$ cat config.mk
export PLATFORM = sky130hd
export DESIGN_NAME = brc_serial
export DESIGN_NICKNAME = d
export VERILOG_FILES = /design/src/rtl/brc_serial.sv
export SDC_FILE = /design/constraint.sdc
export NUM_CORES = 1
export LEC_CHECK = 0
export ABC_AREA = 0
export CAP_MARGIN = 5
export CORE_MARGIN = 2
export CORE_UTILIZATION = 55
export DETAILED_ROUTE_END_ITERATION = 16
export GPL_TIMING_DRIVEN = 1
export PLACE_DENSITY = 0.94
export SLEW_MARGIN = 40
export SYNTH_ARGS = -nofsm -noshare
export SYNTH_HDL_FRONTEND = slang
export SYNTH_SLANG_ARGS = --single-unit
$ cat constraint.sdc
create_clock -name i_clk -period 6.3 [get_ports i_clk]
set_clock_uncertainty 0.2 [all_clocks]
set_input_delay 1.575 -clock i_clk [delete_from_list [all_inputs] [get_ports i_clk]]
set_output_delay 1.575 -clock i_clk [all_outputs]
set_load 0.005 [all_outputs]
$ cat src/rtl/brc_serial.sv
// brc_serial -- serial branch comparator.
//
// Compares two XLEN-bit operands CHUNK bits per cycle, LSB chunk first, with
// a rippled borrow. After XLEN/CHUNK cycles it presents the equal/less flags
// and the branch-taken decision. The result is held until the consumer takes
// it, or until a flush discards it.
//
// Ports:
//   i_clk, i_rst_n         clock, asynchronous active-low reset
//   i_valid / o_ready      request handshake (o_ready only in IDLE)
//   i_rs1_data, i_rs2_data operands A and B
//   i_br_type              0 BEQ, 1 BNE, 2 BLT, 3 BGE, 4 BLTU, 5 BGEU, 6-7 never
//   i_flush                abort any request in flight; blocks accept in IDLE
//   o_valid / i_ready      result handshake
//   o_pc_sel               branch taken
//   o_equal, o_less        final flags (o_less signed for BLT/BGE)
//
// Optional feature, enabled by defining BRC_SERIAL_PRED_EN:
//   i_pred_taken           prediction, latched on accept
//   o_mispred              o_valid & (o_pc_sel != latched prediction)
//
// state | meaning
// ------+---------------------------------------------------------
// IDLE  | waiting for a request, o_ready=1
// BUSY  | comparing one chunk per cycle
// DONE  | result presented on o_valid, held until i_ready or flush

module brc_serial #(
  parameter int XLEN  = 32,
  parameter int CHUNK = 8
) (
  input  logic            i_clk,
  input  logic            i_rst_n,
  input  logic            i_valid,
  output logic            o_ready,
  input  logic [XLEN-1:0] i_rs1_data,
  input  logic [XLEN-1:0] i_rs2_data,
  input  logic [2:0]      i_br_type,
  input  logic            i_flush,
  output logic            o_valid,
  input  logic            i_ready,
  output logic            o_pc_sel,
  output logic            o_equal,
  output logic            o_less
`ifdef BRC_SERIAL_PRED_EN
  ,
  input  logic            i_pred_taken,
  output logic            o_mispred
`endif
);

  localparam int NCHUNK = XLEN / CHUNK;
  localparam int CW     = (NCHUNK > 1) ? $clog2(NCHUNK) : 1;
  localparam logic [CW-1:0] LAST_CHUNK = CW'(NCHUNK - 1);

  localparam logic [1:0] S_IDLE = 2'd0;
  localparam logic [1:0] S_BUSY = 2'd1;
  localparam logic [1:0] S_DONE = 2'd2;

  localparam logic [2:0] BR_BEQ  = 3'd0;
  localparam logic [2:0] BR_BNE  = 3'd1;
  localparam logic [2:0] BR_BLT  = 3'd2;
  localparam logic [2:0] BR_BGE  = 3'd3;
  localparam logic [2:0] BR_BLTU = 3'd4;
  localparam logic [2:0] BR_BGEU = 3'd5;

  logic [1:0]      state;
  logic [CW-1:0]   cnt;
  // Operands are shifted right one chunk per cycle so the active chunk is
  // always the low CHUNK bits; the MSBs are kept aside for the signed compare.
  logic [XLEN-1:0] a_sh;
  logic [XLEN-1:0] b_sh;
  logic            a_msb;
  logic            b_msb;
  logic [2:0]      br_type_q;
  logic            borrow;
  logic            zero;

  logic [CHUNK:0]  sub;
  logic            signed_cmp;
  logic            less_raw;
  logic            pc_raw;

  always_comb begin
    sub = {1'b0, a_sh[CHUNK-1:0]} - {1'b0, b_sh[CHUNK-1:0]}
          - {{CHUNK{1'b0}}, borrow};
  end

`ifdef BRC_SERIAL_PRED_EN
  logic pred_q;

  always_ff @(posedge i_clk or negedge i_rst_n) begin
    if (!i_rst_n) begin
      pred_q <= 1'b0;
    end else if (state == S_IDLE && i_valid && !i_flush) begin
      pred_q <= i_pred_taken;
    end
  end
`endif

  always_ff @(posedge i_clk or negedge i_rst_n) begin
    if (!i_rst_n) begin
      state     <= S_IDLE;
      cnt       <= '0;
      a_sh      <= '0;
      b_sh      <= '0;
      a_msb     <= 1'b0;
      b_msb     <= 1'b0;
      br_type_q <= 3'd0;
      borrow    <= 1'b0;
      zero      <= 1'b0;
    end else begin
      case (state)
        S_IDLE: begin
          if (i_valid && !i_flush) begin
            a_sh      <= i_rs1_data;
            b_sh      <= i_rs2_data;
            a_msb     <= i_rs1_data[XLEN-1];
            b_msb     <= i_rs2_data[XLEN-1];
            br_type_q <= i_br_type;
            cnt       <= '0;
            borrow    <= 1'b0;
            zero      <= 1'b1;
            state     <= S_BUSY;
          end
        end
        S_BUSY: begin
          if (i_flush) begin
            state <= S_IDLE;
          end else begin
            a_sh   <= a_sh >> CHUNK;
            b_sh   <= b_sh >> CHUNK;
            borrow <= sub[CHUNK];
            zero   <= zero & (sub[CHUNK-1:0] == '0);
            cnt    <= cnt + CW'(1);
            if (cnt == LAST_CHUNK) begin
              state <= S_DONE;
            end
          end
        end
        S_DONE: begin
          // Flush and consume both land in IDLE; flush needs no separate path.
          if (i_flush || i_ready) begin
            state <= S_IDLE;
          end
        end
        default: state <= S_IDLE;
      endcase
    end
  end

  always_comb begin
    signed_cmp = (br_type_q == BR_BLT) || (br_type_q == BR_BGE);
    less_raw   = (signed_cmp && (a_msb != b_msb)) ? a_msb : borrow;
    case (br_type_q)
      BR_BEQ:  pc_raw = zero;
      BR_BNE:  pc_raw = !zero;
      BR_BLT,
      BR_BLTU: pc_raw = less_raw;
      BR_BGE,
      BR_BGEU: pc_raw = !less_raw;
      default: pc_raw = 1'b0;
    endcase
  end

  assign o_ready  = (state == S_IDLE);
  assign o_valid  = (state == S_DONE);
  assign o_pc_sel = o_valid & pc_raw;
  assign o_equal  = o_valid & zero;
  assign o_less   = o_valid & less_raw;

`ifdef BRC_SERIAL_PRED_EN
  assign o_mispred = o_valid & (pc_raw != pred_q);
`endif

endmodule

-- Word level (Yosys, flattened, before mapping)
Index checks and enable logic that the tools add are counted.
- bits in registers: 75
- output and inout bits: 5
- word-level logic and storage cells: 67
- add/sub/neg operators: 3
- equal/unequal tests: 13
- mux-type cells: 22
- bitwise gates (word level): 4
- reductions and logical operators: 16
- operators with widths (operator ; count):
    two-way mux 32 bit ; 4
    one-hot mux 32 bit (2 select lines) ; 2
    two-way mux 2 bit ; 6
    subtractor 8 x 8 -> 9 bit ; 1
    subtractor 9 x 1 -> 9 bit ; 1
    logical NOT 8 bit ; 1
    equality test 3 x 2 -> 1 bit (second input constant) ; 2
    equality test 3 bit (second input constant) ; 2
    one-hot mux 2 bit (3 select lines) ; 1
    AND reduction 3 bit ; 2
    two-way mux 1 bit ; 5
    bitwise AND 1 bit ; 4
    equality test 2 bit (second input constant) ; 2
    inequality test 2 x 1 -> 1 bit (second input constant) ; 2
    one-hot mux 1 bit (2 select lines) ; 2
    one-hot mux 1 bit (4 select lines) ; 1
    one-hot mux 2 bit (2 select lines) ; 1
    OR reduction 2 bit ; 2
    equality test 3 x 1 -> 1 bit (second input constant) ; 1
    logical NOT 1 bit ; 3
    logical NOT 3 bit ; 1
    inequality test 3 bit (second input constant) ; 1
    adder 2 x 1 -> 2 bit (second input constant) ; 1
    equality test 2 x 1 -> 1 bit (second input constant) ; 1
    other kinds (7) ; 9

-- Depth between registers and ports, before layout
- depth after elaboration: 7
- mapped depth: 11
- depth with buffers taken out: 11

-- Worst setup path after synthesis
OpenSTA, ideal clock, no wires.
- path type: reg2reg
- start: register a_sh[0]
- end: register zero
- setup time: 95 ps
- data arrival time: 2922 ps
- data required time: 6005 ps
- path slack: 3083 ps
- cell stages (with the launch flop): 11
- path buffers: 0
- period minus slack after synthesis: 3217 ps
- cell sequence: dfrtp_1 fa_1 inv_1 ha_1 or2_2 fa_1 nand2b_1 a2111oi_0 nor3_1 xnor2_1 o31ai_1
- cells in the longest elaborated chain, start to end: 6
- RTL lines (element ; line ; RTL):
    from (decl) ; 71 ; logic [XLEN-1:0] a_sh;
    from (signal assigned) ; 116 ; a_sh <= i_rs1_data;
    from (signal assigned) ; 131 ; a_sh <= a_sh >> CHUNK;
    subtractor 8 x 8 -> 9 bit ; 85 ; sub = {1'b0, a_sh[CHUNK-1:0]} - {1'b0, b_sh[CHUNK-1:0]}
    subtractor 9 x 1 -> 9 bit ; 86 ; - {{CHUNK{1'b0}}, borrow};
    logical NOT 8 bit ; 134 ; zero <= zero & (sub[CHUNK-1:0] == '0);
    bitwise AND 1 bit ; 134 ;
    two-way mux 1 bit ; 128 ; if (i_flush) begin
    one-hot mux 1 bit (2 select lines) ; 113 ; case (state)
    to (signal assigned) ; 134 ;
    to (decl) ; 77 ; logic zero;
Every way passes these cells. The select of a mux whose other input is x is not followed.
A chain may end at the register's enable or synchronous reset.

-- Final worst setup path
- start: register br_type_q[2]
- end: output port o_pc_sel
- cells in the longest elaborated chain, start to end: 7
- elaborated cells between the ends (all ways): 14
- classes of those cells: eq/ne: 5; mux: 2; bitwise: 1; reduce/logical: 6
- RTL lines (element ; line ; RTL):
    from (decl) ; 75 ; logic [2:0] br_type_q;
    from (signal assigned) ; 120 ; br_type_q <= i_br_type;
    equality test 3 x 2 -> 1 bit ; 153, 155 ;
    logical OR 1 bit ; 153 ; signed_cmp = (br_type_q == BR_BLT) || (br_type_q == BR_BGE);
    logical AND 1 bit ; 154 ; less_raw = (signed_cmp && (a_msb != b_msb)) ? a_msb : borrow;
    two-way mux 1 bit ; 154 ;
    logical NOT 1 bit ; 161 ; BR_BGEU: pc_raw = !less_raw;
    one-hot mux 1 bit (4 select lines) * ; 155 ; case (br_type_q)
    bitwise AND 1 bit * ; 168 ; assign o_pc_sel = o_valid & pc_raw;
    to (decl) ; 42 ; output logic o_pc_sel,
Mark *: on every way between the ends. The rest lies on a longest branch, timed or not.

==> summary.txt <==
Power and ir drop
  • Net Sw Frac: 0.352
  • PD cells: 424 nW/µm²
  • LEAKAGE: 2.20 nW
  • Sequential share of power: 0.372
  • Peak supply drop: 0.000234 V
  • Clock power frac: 0.220
  • Int Pwr: 1.32 mW
  • P_sw: 0.717 mW
  • Logic pwr share: 0.408
  • Pwr Total: 2.04 mW

Die
  • Die H: 86.8 µm
  • Die width: 86.8 µm
  • Core Rows: 30
  • Core Box Area: 6720 µm²
  • Die area: 7530 µm²
  • I/O pin count: 77
  • Starting Density: 0.561

Worst hold path
  • Hold path start: a_sh[11]$_DFFE_PN0P_
  • Class of the worst hold path: register to register

Yosys
  • Unique masters post-synth: 41
  • FF+latch count, synth: 75
  • Number of synthesized flops with an enable pin: 0
  • Cell Area, Synth: 3770 µm²
  • Syn Inst Count: 356
  • Syn Area/Cell: 10.6 µm²
  • Ys async rst share: 1.00
  • Area leader, netlist: dfrtp_1
  • Synth top area share: 0.498
  • YS warnings: 0
  • Top cells by area, synth: dfrtp_1 (50%), mux2i_1 (8.5%), nand2_1 (6.2%)
  • Ys flop type: dfrtp_1
  • Mapped Nets: 445
  • Sequential area share after synthesis: 0.498

Timing
  • Setup violations, final: 0
  • Setup TNS: 0 ns
  • Fin crit period: 3.85 ns
  • Max Slew Vio Count: 0
  • Final hold vios: 0
  • Slew Limit Headroom: 0.575
  • Fmax: 0.260 GHz
  • Unrepaired setup endpoints after global routing: no
  • Worst Tran Pin Value: 0.622 ns
  • Crit share post-route: 0.611

Critical path
  • Critical path required time: 4.53 ns
  • CP Data Arrival Time: 2.07 ns
  • Worst reg2reg path depth: 11
  • CP Max Fanout: 5
  • Crit path launch: br_type_q[2]$_DFFE_PN0P_
  • FF-to-FF Start: borrow$_DFFE_PN0P_
  • CP Capture Type: output port
  • R2r setup slk: 2.71 ns
  • CP Class: register to output port
  • Setup crit end: o_pc_sel
  • Reg2reg end: borrow$_DFFE_PN0P_
  • Crit start category: register

GRT
  • Global-route wire length before repair: 13.8 mm
  • Vias in the first global route: 2,995
  • Initial antenna violation count: 0
  • Global route overflow: 0
  • Overall Global Routing Usage: 0.235
  • Pin count of the biggest net entering global routing: 76

Drt
  • Vias: 2,911
  • Iter 0 DRT Violations: 265
  • WL per Instance: 16.0 µm
  • DR DRC count: 0
  • DRT antenna net count: 0
  • First-pass DRT Iterations: 6
  • Final wirelength: 8.21 mm
  • DR vias/cell: 5.67

Final layout
  • Final net count: 517
  • Antenna Cells: 0
  • Share of layout cells above drive strength 1: 0.0808
  • Final instance count without filler cells: 513
  • Layout area overhead: 27.5%

Run status
  • Status: finished clean

Clocking
  • Clock sink total: 75
  • Root buf cell: clkbuf_8
  • CTS H-tree lvls: 3
  • Clock Path Buffers: 2
  • Post-CTS sizing: 0
  • Clock edge transition at the registers on the reported setup and hold paths: 0.08 ns
  • Hold Buf Count CTS: 0
  • CTS tree: done
  • Worst-Skew Late Latency: 0.36 ns
  • Post-CTS Setup Bufs: 0
  • CTS Buf Count: 9

Place
  • Dpl cells: 496
  • Placed wire-length estimate: 5.65 mm
  • Gpl congestion: 0.791
  • Port bufs: 76

Job
  • Max Cap Violations: 0
## area by class of cell
class | instances | area, µm²
clock buffer | 11 | 141
clock inverter | 5 | 100
fill | 452 | 1920
inverter | 22 | 82.6
multi-input combinational | 239 | 1700
sequential | 75 | 1880
tap | 80 | 100
timing repair buffer | 81 | 807
## worst max-delay path, stage by stage (launching register included)
cell	delay (ns)
dfrtp_1	0.44
nand3b_1	0.19
a21o_1	0.17
o21ai_0	0.13
xnor2_1	0.16
o21ba_2	0.14
clkdlybuf4s50_1	0.49
## state kept, by name, summed over array words and instances (netlist names)
register / cells
zero: 1
a_sh: 32
b_msb: 1
state: 2
b_sh: 32
borrow: 1
br_type_q: 3
cnt: 2
a_msb: 1
## logic make-up after synthesis
logic type / after synthesis / share of synthesized area
mux: 38 / 0.103
fa+ha+maj: 17 / 0.0604
xor+xnor: 9 / 0.0209
flops: 75 / 0.498
compound gates: 88 / 0.154
simple gates: 87 / 0.110
buf+inv: 42 / 0.0538
## cell usage after synthesis (all sizes together) (4+ instances only)
master	number
nand2b	4
xnor2	6
a21oi	4
nand2	62
inv	22
mux2	6
ha	15
o21ai	40
buf	17
a22oi	17
a22o	17
nor2	5
dfrtp	75
mux2i	32
## power groups by stage
stage / logic (mW) / clock network (mW) / registers [mW]
final: 0.831 / 0.448 / 0.759
after detailed placement: 0.808 / 0 / 0.763
after floorplan: 0.629 / 0 / 0.727
after global placement: 0.749 / 0 / 0.753
after CTS: 0.827 / 0.453 / 0.757
after global routing: 0.937 / 0.478 / 0.776
## worst min-delay path by stage
stage,cells past startpoint,to
floorplan,2,a_sh[15]$_DFFE_PN0P_
finish,2,a_sh[11]$_DFFE_PN0P_
global placement,2,a_sh[19]$_DFFE_PN0P_
detailed placement,2,a_sh[17]$_DFFE_PN0P_
CTS,2,b_sh[6]$_DFFE_PN0P_
global route,2,a_sh[17]$_DFFE_PN0P_
## metal layers
layer	wire length (µm)	vias up	track usage
li1	-	1392	-
met1	3550	1414	0.312
met2	4090	93	0.383
met3	481	12	0.0619
met4	89	0	0.0710
met5	0	-	0
## cell usage in the layout (no fill, tap or decap), types with 4 or more instances in the layout
master and instances:
a22o_1 17, a22oi_1 17, buf_4 4, clkbuf_8 10, clkdlybuf4s50_1 75, dfrtp_1 75, ha_1 15, inv_1 22
mux2_2 6, mux2i_1 32, nand2_1 62, nand2b_1 4, nor2_1 4, o21ai_0 12, o21ai_1 28, xnor2_1 6
## stage by stage
stage	area [µm²]	setup slack, ns	util	hold WS (ns)
floorplan	3770	3.08	-	0.246
global placement	4540	2.21	0.676	0.260
detailed placement	4550	2.12	0.677	0.274
CTS	4790	2.42	0.713	0.291
global route	4800	2.34	0.715	0.312
finish	4800	2.45	0.715	0.290
Power figures use the tool's default switching activity.
